### config.mk
export PLATFORM = sky130hd
export DESIGN_NAME = regfile_wr_arbiter
export DESIGN_NICKNAME = d
export VERILOG_FILES = /design/src/rtl/regfile_wr_arbiter.sv
export SDC_FILE = /design/constraint.sdc
export NUM_CORES = 1
export LEC_CHECK = 0
export CORE_MARGIN = 3
export CORE_UTILIZATION = 63
export CTS_CLUSTER_SIZE = 16
export DETAILED_ROUTE_END_ITERATION = 6
export DONT_BUFFER_PORTS = 1
export GPL_TIMING_DRIVEN = 0
export PLACE_DENSITY = 0.79
export SYNTH_ARGS = -nofsm -noshare
export SYNTH_HDL_FRONTEND = slang
export SYNTH_HIERARCHICAL = 1
export SYNTH_SLANG_ARGS = --single-unit
### constraint.sdc
create_clock -name clk -period 4.7 [get_ports clk]
set_input_delay 0.94 -clock clk [delete_from_list [all_inputs] [get_ports clk]]
set_output_delay 0.94 -clock clk [all_outputs]
set_load 0.1 [all_outputs]
### src/rtl/regfile_wr_arbiter.sv
// Round-robin arbiter sharing the register-file write port among NREQ writeback
// sources, with one registered output stage and a drop counter for r0 writes.

module regfile_wr_lane (
  input  logic        gnt,
  input  logic [4:0]  rw,
  input  logic [31:0] data,
  output logic [4:0]  rw_g,
  output logic [31:0] data_g
);
  // Gated lane fields are OR-combined upstream, so a one-hot grant forms the mux.
  assign rw_g   = gnt ? rw   : 5'd0;
  assign data_g = gnt ? data : 32'd0;
endmodule

module regfile_wr_arbiter #(
  parameter int NREQ = 3,
  parameter int SRCW = 2,
  parameter int CNTW = 8
) (
  input  logic                 clk,
  input  logic                 rstb,
  input  logic                 hold,
  input  logic [NREQ-1:0]      req_valid,
  input  logic [5*NREQ-1:0]    req_rw,
  input  logic [32*NREQ-1:0]   req_data,
  output logic [NREQ-1:0]      req_ready,
  output logic                 RegWr,
  output logic [4:0]           Rw,
  output logic [31:0]          busW,
  output logic [SRCW-1:0]      wr_src,
  output logic [31:0]          pending,
  output logic [CNTW-1:0]      zero_drops
);

  logic [SRCW-1:0]             ptr;
  logic [SRCW-1:0]             gnt_idx;
  logic [SRCW-1:0]             ptr_nxt;
  logic                        gnt_any;
  logic [SRCW:0]               cand;
  logic [NREQ-1:0][4:0]        lane_rw;
  logic [NREQ-1:0][31:0]       lane_data;
  logic [4:0]                  sel_rw;
  logic [31:0]                 sel_data;

  // Search from ptr upward, wrapping at NREQ; first valid requester wins.
  always_comb begin
    req_ready = '0;
    gnt_any   = 1'b0;
    gnt_idx   = '0;
    cand      = '0;
    for (int k = 0; k < NREQ; k++) begin
      cand = {1'b0, ptr} + (SRCW+1)'(k);
      if (cand >= (SRCW+1)'(NREQ)) cand = cand - (SRCW+1)'(NREQ);
      if (!gnt_any && req_valid[cand[SRCW-1:0]]) begin
        gnt_any = 1'b1;
        gnt_idx = cand[SRCW-1:0];
      end
    end
    if (rstb || hold) gnt_any = 1'b0;
    if (gnt_any) req_ready[gnt_idx] = 1'b1;
  end

  regfile_wr_lane u_lane [NREQ-1:0] (
    .gnt    (req_ready),
    .rw     (req_rw),
    .data   (req_data),
    .rw_g   (lane_rw),
    .data_g (lane_data)
  );

  always_comb begin
    sel_rw   = '0;
    sel_data = '0;
    for (int i = 0; i < NREQ; i++) begin
      sel_rw   = sel_rw   | lane_rw[i];
      sel_data = sel_data | lane_data[i];
    end
  end

  assign ptr_nxt = (gnt_idx == SRCW'(NREQ-1)) ? '0 : gnt_idx + 1'b1;

  always_ff @(posedge clk) begin
    if (rstb) begin
      ptr        <= '0;
      RegWr      <= 1'b0;
      Rw         <= '0;
      busW       <= '0;
      wr_src     <= '0;
      zero_drops <= '0;
    end else if (gnt_any) begin
      ptr    <= ptr_nxt;
      Rw     <= sel_rw;
      busW   <= sel_data;
      wr_src <= gnt_idx;
      RegWr  <= (sel_rw != 5'd0);
      if (sel_rw == 5'd0 && !(&zero_drops)) zero_drops <= zero_drops + 1'b1;
    end else begin
      RegWr <= 1'b0;
    end
  end

  assign pending = RegWr ? (32'd1 << Rw) : 32'd0;

endmodule

After elaboration in Yosys (flattened, before gate mapping)
Cells that the tools add are included.
{"block": "word_totals", "rom_bits": 0, "out_inout_bits": 83, "ff_bits": 50, "latch_bits": 0, "ramBits": 0, "elab_cells": 68, "n_memories": 0}
{"block": "op_classes", "mul": 0, "mux": 27, "n_lt_le_gt_ge": 8, "bitwise_logic": 5, "eq_ne": 1, "div": 0, "shifts": 1, "reduce_logical": 13, "addsub": 7}
{"operator": "two-way mux 32 bit", "count": 4}
{"operator": "OR 32 bit", "count": 2}
{"operator": "left shift 1 x 5 -> 32 bit (first input constant)", "count": 1}
{"operator": "two-way mux 5 bit", "count": 3}
{"operator": "two-way mux 2 bit", "count": 7}
{"operator": "< comparator 2 x 3 -> 1 bit (second input constant)", "count": 4}
{"operator": "OR 5 bit", "count": 2}
{"operator": "adder 8 x 1 -> 8 bit (second input constant)", "count": 1}
{"operator": "two-way mux 1 bit", "count": 8}
{"operator": "AND reduction 8 bit", "count": 1}
{"operator": "binary-select mux 1 bit (select 2 bit)", "count": 3}
{"operator": "greater-or-equal comparator 3 x 2 -> 1 bit (second input constant)", "count": 2}
{"operator": "subtractor 2 bit (second input constant)", "count": 3}
{"operator": "logical NOT 5 bit", "count": 1}
{"operator": "nonzero test 5 bit", "count": 1}
{"operator": "logical AND 1 bit", "count": 4}
{"operator": "adder 2 x 1 -> 3 bit (second input constant)", "count": 1}
{"operator": "adder 2 x 2 -> 3 bit (second input constant)", "count": 1}
{"operator": "logical NOT 1 bit", "count": 3}
{"operator": "two-way mux 3 bit", "count": 1}
{"operator": "adder 2 x 1 -> 2 bit (second input constant)", "count": 1}
{"operator": "demux 1 bit (select 2 bit)", "count": 1}
{"operator": "equality test 2 bit (second input constant)", "count": 1}
{"operator": "greater-or-equal comparator 2 x 1 -> 1 bit (second input constant)", "count": 1}
{"operator": "5 further kinds", "count": 5}

Logic depth before layout (Yosys ltp)
Gate-level depths: netlist of the first run.
{"block": "logic_depth", "depth_word": 22, "ltp_mapped": 17, "mapped_depth_nobuf": 13}

By module
Netlist of the first run, hierarchy kept.
{"module": "regfile_wr_arbiter", "n_inst": 1, "cells_per_inst": 322, "area_each_um2": 2519.9, "seq_area_each_um2": 1001.0}
{"module": "regfile_wr_lane", "n_inst": 3, "cells_per_inst": 40, "area_each_um2": 292.8, "seq_area_each_um2": 0.0}

Worst setup path after synthesis of the first run
OpenSTA, ideal clock, no wires.
{"block": "synth_timing", "path_kind": "input to register", "startpoint": "input port req_valid[1]", "endpoint": "register zero_drops[7]", "stages": 12, "setup_time_ps": 123, "required_ps": 4577, "t_arrival_ps": 4719, "setup_slack_ps": -142, "path_cell_list": "mux2i_2 mux2i_4 o31a_1 o22ai_1 nor2b_1 clkbuf_2 and2_2 nor3_1 and4_1 and3_1 and4_1 mux2_1"}
{"element": "from (decl)", "line": "24", "rtl": "input logic [NREQ-1:0] req_valid,"}
{"element": "to (signal assigned)", "line": "97", "rtl": "if (sel_rw == 5'd0 && !(&zero_drops)) zero_drops <= zero_drops + 1'b1;"}
{"element": "to (decl)", "line": "33", "rtl": "output logic [CNTW-1:0] zero_drops"}

==> key figures, run 1 <==
Yosys
  – Post-synth EDFFs: 0
  – Synth top cells by count: 111 x and2_2, 68 x nor2_1, 50 x dfxtp_1, 46 x nor3_1, 32 x nor4_1
  – Cell taking the most area after synthesis: dfxtp_1
  – Synth top area share: 29.46%
  – Async SR Flop Fraction: 0%
  – Yosys reg bits: 50
  – Post-synthesis instance total: 442
  – Cell variety after synth: 44
  – Syn Area/Cell: 7.688 sq um
  – Post-synthesis sequential area ratio: 29.46%
  – Area contributors post-synth: dfxtp_1 29%, and2_2 25%, nor2_1 7.5%, nor3_1 6.8%, nor4_1 5.9%
  – Count leader, synth: and2_2
  – Dominant synthesized flop cell: dfxtp_1
  – Syn_nets: 564
  – Synth warn: 6
  – Mapped cell area: 3398 sq um

Clock network
  – CTS Hold Bufs: 0
  – H-tree depth: 2
  – Skew-Pair Late Insertion Delay: 0.30 ns
  – Clk buf depth: 2
  – Root buf cell: clkbuf_8
  – CTS tree: built
  – Worst-path clk slew: 0.09 ns
  – Num CTS Buffers: 5
  – CTS Sinks: 50

Detailed routing
  – Avg WL per Cell: 18.15 microns
  – Final WL: 9617 microns
  – Vias/cell: 6.087
  – TritonRoute pass-1 iters: 4
  – Via count: 3,226
  – Antenna Nets Post-Route: 0
  – # DRC: 0
  – DRT iter0 DRCs: 147

STA
  – # setup viols final: 0
  – Fmax: 0.2314 GHz
  – Final Hold Fails: 0
  – Max-slew violation count: 0
  – Final min period: 4.322 ns
  – Final hold slack: 0.5610 ns
  – RSZ-0062 raised after global routing: false
  – Final Cycle Share: 91.96%
  – Slew HR: 22.09%
  – Measured slew at the worst slew-check pin: 1.167 ns
  – Worst Skew: 0.005206 ns

Floorplan
  – IO Pins: 200
  – Initial cell density of the core: 65.70%
  – Rows: 26
  – Core ar.: 5172 sq um
  – Die Span Y: 79.45 microns
  – Die area: 6312 sq um
  – Die W: 79.45 microns

Critical path
  – Crit. Startpoint: ptr[1]
  – Setup crit end kind: flop
  – Worst endpoint required time: 4.93 ns
  – Critical path fanouts, max: 10
  – WS Path Type: reg2reg
  – Reg-to-reg startpoint: ptr[1]
  – CP startpoint kind: flop
  – CP arrival: 4.55 ns

Pwr
  – Pwr/cell area: 590.2 nW/um^2
  – IR drop worst, VDD: 393.2 uV
  – Leak Pwr: 1.504 nW

Outcome
  – Outcome: complete, no violations

Placement
  – Placed cell count: 520
  – GP Congestion: 0.8800
  – Port buffer count: 0
  – Hpwl dp: 7590 microns

Final layout
  – Layout cells sized above 1: 41.52%
  – Finished Core Util: 74.50%
  – Final nets: 581
  – Post-route insts no fill: 530
  – Area growth, synth to finish: 13.40%
  – Antenna Diode Count: 0

Global route
  – Tot GR Track Use: 28.99%
  – First-pass GRT wire length: 14,720 microns
  – Largest net degree at the start of global routing: 16
  – Vias in the first global route: 3,053
  – Initial antenna violation count: 0
  – Gr ovfl total: 0

Run
  – Max-cap violations: 0

Worst hold path
  – Hold Crit Start: ptr[1]
  – Hold WC Path Type: reg2reg
[critical path, stage by stage, from the launching register on]
cell      delay [ns]
dfxtp_1         0.37
inv_1           0.08
ha_1            0.18
buf_4           0.16
mux2i_2         0.28
mux2i_4         0.16
o31a_1          0.34
buf_2           0.20
nand2_1         0.26
nor2_4          0.23
clkbuf_2        0.24
and2_2          0.19
nor3_1          0.27
and4_1          0.29
nand3_1         0.14
clkbuf_2        0.24
or4_1           0.48
a21oi_1         0.15
[final cells by class]
class / instances / area (sq um)
Inverter: 7 / 26.28
Clock buffer: 5 / 68.82
Clock inverter: 3 / 40.04
Multi-Input combinational cell: 356 / 2350
Buffer: 31 / 160.2
Tap cell: 70 / 87.58
Sequential cell: 50 / 1001
Timing Repair Buffer: 8 / 120.1
Fill cell: 393 / 1319
[registers in the layout (all words and copies together), names as in the netlist]
name	flops
busW	32
zero_drops	8
Rw	5
ptr	2
wr_src	2
RegWr	1
[routing by layer]
metal  part of all wire, %  track usage [%]  up-vias
li1                      -                -     1558
met1                    37            33.80     1503
met2                    52            51.09      151
met3                   9.4            9.255       14
met4                   1.5            7.216        0
met5                     0                0        -
[where the power goes]
part | switching [mW] | total, mW | leakage [nW] | internal (mW)
clock | 0.140 | 0.296 | 0.0579 | 0.157
combinational | 0.539 | 0.876 | 1.04 | 0.337
sequential | 0.600 | 1.10 | 0.409 | 0.502
total | 1.28 | 2.27 | 1.50 | 0.996
[through the flow]
stage | TNS [ns] | worst slack [ns] | instance area [sq um] | total power, mW
finish | 0 | 0.3779 | 3854 | 2.274
global route | 0 | 0.04165 | 3854 | 2.404
CTS | 0 | 0.2357 | 3832 | 2.256
detailed placement | -0.1393 | -0.03172 | 3714 | 1.952
global placement | -0.08792 | -0.08792 | 3493 | 1.905
floorplan | 0 | 0.05637 | 3406 | 1.765
[timing repair]
item / CTS / global route
cloned: 0 / 2
setup buffers: 0 / 0
resized for setup: 2 / 2
pin swaps: 0 / 1
endpoints found under the setup margin: 5 / 1
[cells in the final DEF (no fill, tap or decap), types with 2 or more instances in the layout]
| master | synthesis | layout |
|---|---|---|
| a211oi_1 | 5 | 5 |
| a21oi_1 | 10 | 10 |
| a31o_2 | 2 | 2 |
| and2_2 | 111 | 111 |
| and3_1 | 2 | 2 |
| and4_1 | 3 | 3 |
| buf_2 | 4 | 4 |
| buf_4 | 5 | 5 |
| buf_8 | 0 | 8 |
| clkbuf_1 | 12 | 11 |
| clkbuf_2 | 9 | 10 |
| clkbuf_8 | 0 | 5 |
| clkinv_2 | 0 | 2 |
| dfxtp_1 | 50 | 50 |
| ha_1 | 5 | 5 |
| inv_1 | 7 | 7 |
| mux2i_1 | 3 | 3 |
| nand2_1 | 10 | 10 |
| nand2b_1 | 7 | 7 |
| nand3_1 | 10 | 10 |
| nand4_1 | 2 | 2 |
| nor2_1 | 68 | 42 |
| nor2_2 | 0 | 25 |
| nor2_4 | 0 | 2 |
| nor2b_1 | 5 | 4 |
| nor3_1 | 46 | 38 |
| nor3_2 | 0 | 8 |
| nor4_1 | 32 | 32 |
| o21ai_1 | 2 | 2 |
| o221ai_1 | 2 | 2 |
| o31a_1 | 2 | 2 |
| o31ai_1 | 6 | 6 |
| or4_1 | 5 | 5 |
[cell families after synthesis]
logic type / Yosys count / share of synthesized area [%]
AOI/OAI and AO/OA: 38 / 8.064
adders and majority gates: 5 / 1.841
buffers and inverters: 38 / 5.449
DFF: 50 / 29.46
muxes: 6 / 2.283
and+or+nand+nor: 305 / 52.91
[worst paths after layout]
| kind | end | slack [ns] | depth (start not counted) |
|---|---|---|---|
| worst max register to register | zero_drops[6] | 0.38 | 17 |
| worst min register to register | ptr[1] | 0.56 | 2 |
| worst min-delay path | ptr[1] | 0.56 | 2 |
| worst max-delay path | zero_drops[6] | 0.38 | 17 |
Note: power is estimated with default switching activity, not from simulation.
==> run 2: changes to the inputs <==
--- a/config.mk
+++ b/config.mk
@@ -11,5 +11,4 @@
 export DETAILED_ROUTE_END_ITERATION = 6
 export DONT_BUFFER_PORTS = 1
-export GPL_TIMING_DRIVEN = 0
 export PLACE_DENSITY = 0.79
 export SYNTH_ARGS = -nofsm -noshare
==> constraint.sdc (replaced) <==
create_clock -name clk -period 4.7 [get_ports clk]
set_input_delay 0.47 -clock clk [delete_from_list [all_inputs] [get_ports clk]]
set_output_delay 0.47 -clock clk [all_outputs]
set_load 0.1 [all_outputs]
==> run 2 against run 1 <==
First-iteration DRC count rose by 18%. Utilization down 0.97 points. Non-clock buffer count shrank 22. Routed wire length decreased by 0.52%. Cell count fell by 4.7%.
==> key figures, run 2 (synthesized netlist as in run 1, its figures left out) <==
Outcome
  – Outcome: complete, no violations

Detailed routing
  – # DRC: 0 (unchanged)
  – Antenna Nets Post-Route: 0 (unchanged)
  – Final WL: 9567 microns (-0.52%)
  – DRT iter0 DRCs: 174 (+18%)
  – Avg WL per Cell: 18.94 microns (+4.4%)
  – Vias/cell: 6.275 (+3.1%)
  – TritonRoute pass-1 iters: 4 (unchanged)
  – Via count: 3,169 (-1.8%)

Critical path
  – CP cell instances: inv_1, ha_1, mux2i_1, o22ai_2, o31a_2, nand2_1, nor2_4, and2_2, nor3_1, and4_1, nand3_1, or4_1, a21oi_1
  – Critical path fanouts, max: 14 (+4)
  – WS Path Type: reg2reg
  – CP arrival: 4.15 ns (-0.40 ns)
  – Max stage delay cell, worst path: or4_1
  – Setup crit end kind: flop
  – Worst endpoint required time: 4.93 ns (about the same)
  – Worst reg2reg path depth: 13 (-4)
  – Critical path's largest stage delay: 0.57 ns (+0.09 ns)
  – CP startpoint kind: flop

Final layout
  – Most common cell after layout, fill and taps aside: and2_2
  – Final nets: 557 (-4.1%)
  – Area growth, synth to finish: 11.93%
  – Biggest register: busW
  – Top flop regs: busW (32), zero_drops (8), Rw (5)
  – Flip-flop count of the largest register after layout: 32 (unchanged)
  – Most frequent cells in the layout: 111 x and2_2, 50 x dfxtp_1, 42 x nor2_1, 38 x nor3_1, 32 x nor4_1
  – Antenna Diode Count: 0 (unchanged)
  – Layout cells sized above 1: 40.46% (-1.1 points)
  – # fillers: 387 (-1.5%)
  – Finished Core Util: 73.54% (-0.97 points)

Floorplan
  – Die Span Y: 79.45 microns (unchanged)
  – Core ar.: 5172 sq um (unchanged)
  – Die area: 6312 sq um (unchanged)
  – Initial cell density of the core: 65.70% (unchanged)
  – Die W: 79.45 microns (unchanged)
  – Rows: 26 (unchanged)
  – IO Pins: 200 (unchanged)

Placement
  – Hpwl dp: 7322 microns (-3.5%)
  – GP Congestion: 0.8636 (-1.9%)
  – Dpl ws: 0.8188 ns (+0.8505 ns)
  – Port buffer count: 0 (unchanged)

STA
  – Final Hold Fails: 0 (unchanged)
  – RSZ-0062 raised after global routing: false
  – Final hold slack: 0.2404 ns (-0.3206 ns)
  – Final setup TNS: 0 ns (unchanged)
  – Measured slew at the worst slew-check pin: 1.185 ns (+0.01806 ns)
  – # setup viols final: 0 (unchanged)
  – Setup WS post-layout: 0.7766 ns (+0.3987 ns)
  – Slew HR: 20.88% (-1.2 points)
  – Final min period: 3.923 ns (-0.3987 ns)
  – Fmax: 0.2549 GHz (+10%)
  – Max-slew violation count: 0 (unchanged)
  – Worst Skew: 0.002644 ns (-0.002562 ns)
  – Final Cycle Share: 83.48% (-8.5 points)

Global route
  – Tot GR Track Use: 29.26% (+0.27 points)
  – First-pass GRT wire length: 14,880 microns (+1.1%)
  – Vias in the first global route: 3,148 (+3.1%)
  – Gr ovfl total: 0 (unchanged)
  – Largest net degree at the start of global routing: 52 (+36)
  – Initial antenna violation count: 0 (unchanged)

Clock network
  – Num CTS Buffers: 5 (unchanged)
  – Clk buf depth: 2 (unchanged)
  – CTS resizes: 0 (-2)
  – CTS Sinks: 50 (unchanged)
  – H-tree depth: 2 (unchanged)
  – Skew-Pair Late Insertion Delay: 0.29 ns (about the same)
  – CTS tree: built
  – Root buf cell: clkbuf_8
  – Worst-path clk slew: 0.08 ns (about the same)
  – Post-CTS setup buffer count: 0 (unchanged)
  – CTS Hold Bufs: 0 (unchanged)

Run
  – Max-cap violations: 0 (unchanged)

Pwr
  – Pwr/cell area: 572.6 nW/um^2 (-3.0%)
  – Leak Pwr: 1.450 nW (-3.6%)
  – IR drop worst, VDD: 439.7 uV (+12%)

Worst hold path
  – Hold WC Path Type: in2reg
  – WHS Path Cells: 1 (-1)
## run 2: changes by cell type in the layout (fill, tap and decap cells not counted), sizes merged
cell	previous run	this run
clkbuf	26	15
clkinv	2	0
bufinv	1	0
buf	18	9
nor2	69	68
nor2b	6	5
## run 2: critical path, delay by kind of cell, from the launching register on
kind | cells | cell delay (ns)
mux | 1 | 0.31
buf+inv | 1 | 0.09
simple gates | 7 | 1.87
compound gates | 3 | 0.71
flops | 1 | 0.37
fa+ha+maj | 1 | 0.50
## run 2: metrics by stage
| stage | instances | cell area [sq um] | power [mW] |
|---|---|---|---|
| 6_report | 505 | 3804 | 2.178 |
| 4_1_cts | 505 | 3804 | 2.181 |
| 5_1_grt | 505 | 3804 | 2.296 |
| 2_1_floorplan | 442 | 3398 | 1.761 |
| 3_5_place_dp | 498 | 3727 | 1.950 |
| 3_3_place_gp | 498 | 3727 | 1.909 |
## run 2: layout make-up
class | count | area (sq um) | area share, %
multi-input cells | 354 | 2345 | 61.64
flip-flops and latches | 50 | 1001 | 26.32
repair buffers | 17 | 267.8 | 7.039
well taps | 70 | 87.58 | 2.303
clock buffers | 7 | 76.32 | 2.007
inverters | 7 | 26.28 | 0.6908
## run 2: worst paths after layout
path | start | end | slack, ns
hold reg to reg | ptr[1] | ptr[1] | 0.56
hold / removal | rstb | zero_drops[0] | 0.24
setup / recovery | ptr[0] | zero_drops[5] | 0.78
setup reg to reg | ptr[0] | zero_drops[5] | 0.78
## run 2: layer usage
layer / up-vias / GRT usage (%) / part of all wire (%)
met5: - / 0 / 0
met4: 0 / 8.247 / 1.9
met3: 20 / 10.27 / 9.8
met2: 150 / 52.09 / 52
met1: 1499 / 32.72 / 36
li1: 1500 / - / -
## run 2: power breakdown
part	internal (mW)	switching, mW	leakage (nW)
Combinational	0.319	0.586	1.00
Clock	0.103	0.129	0.0383
Sequential	0.502	0.538	0.409
Total	0.925	1.25	1.45
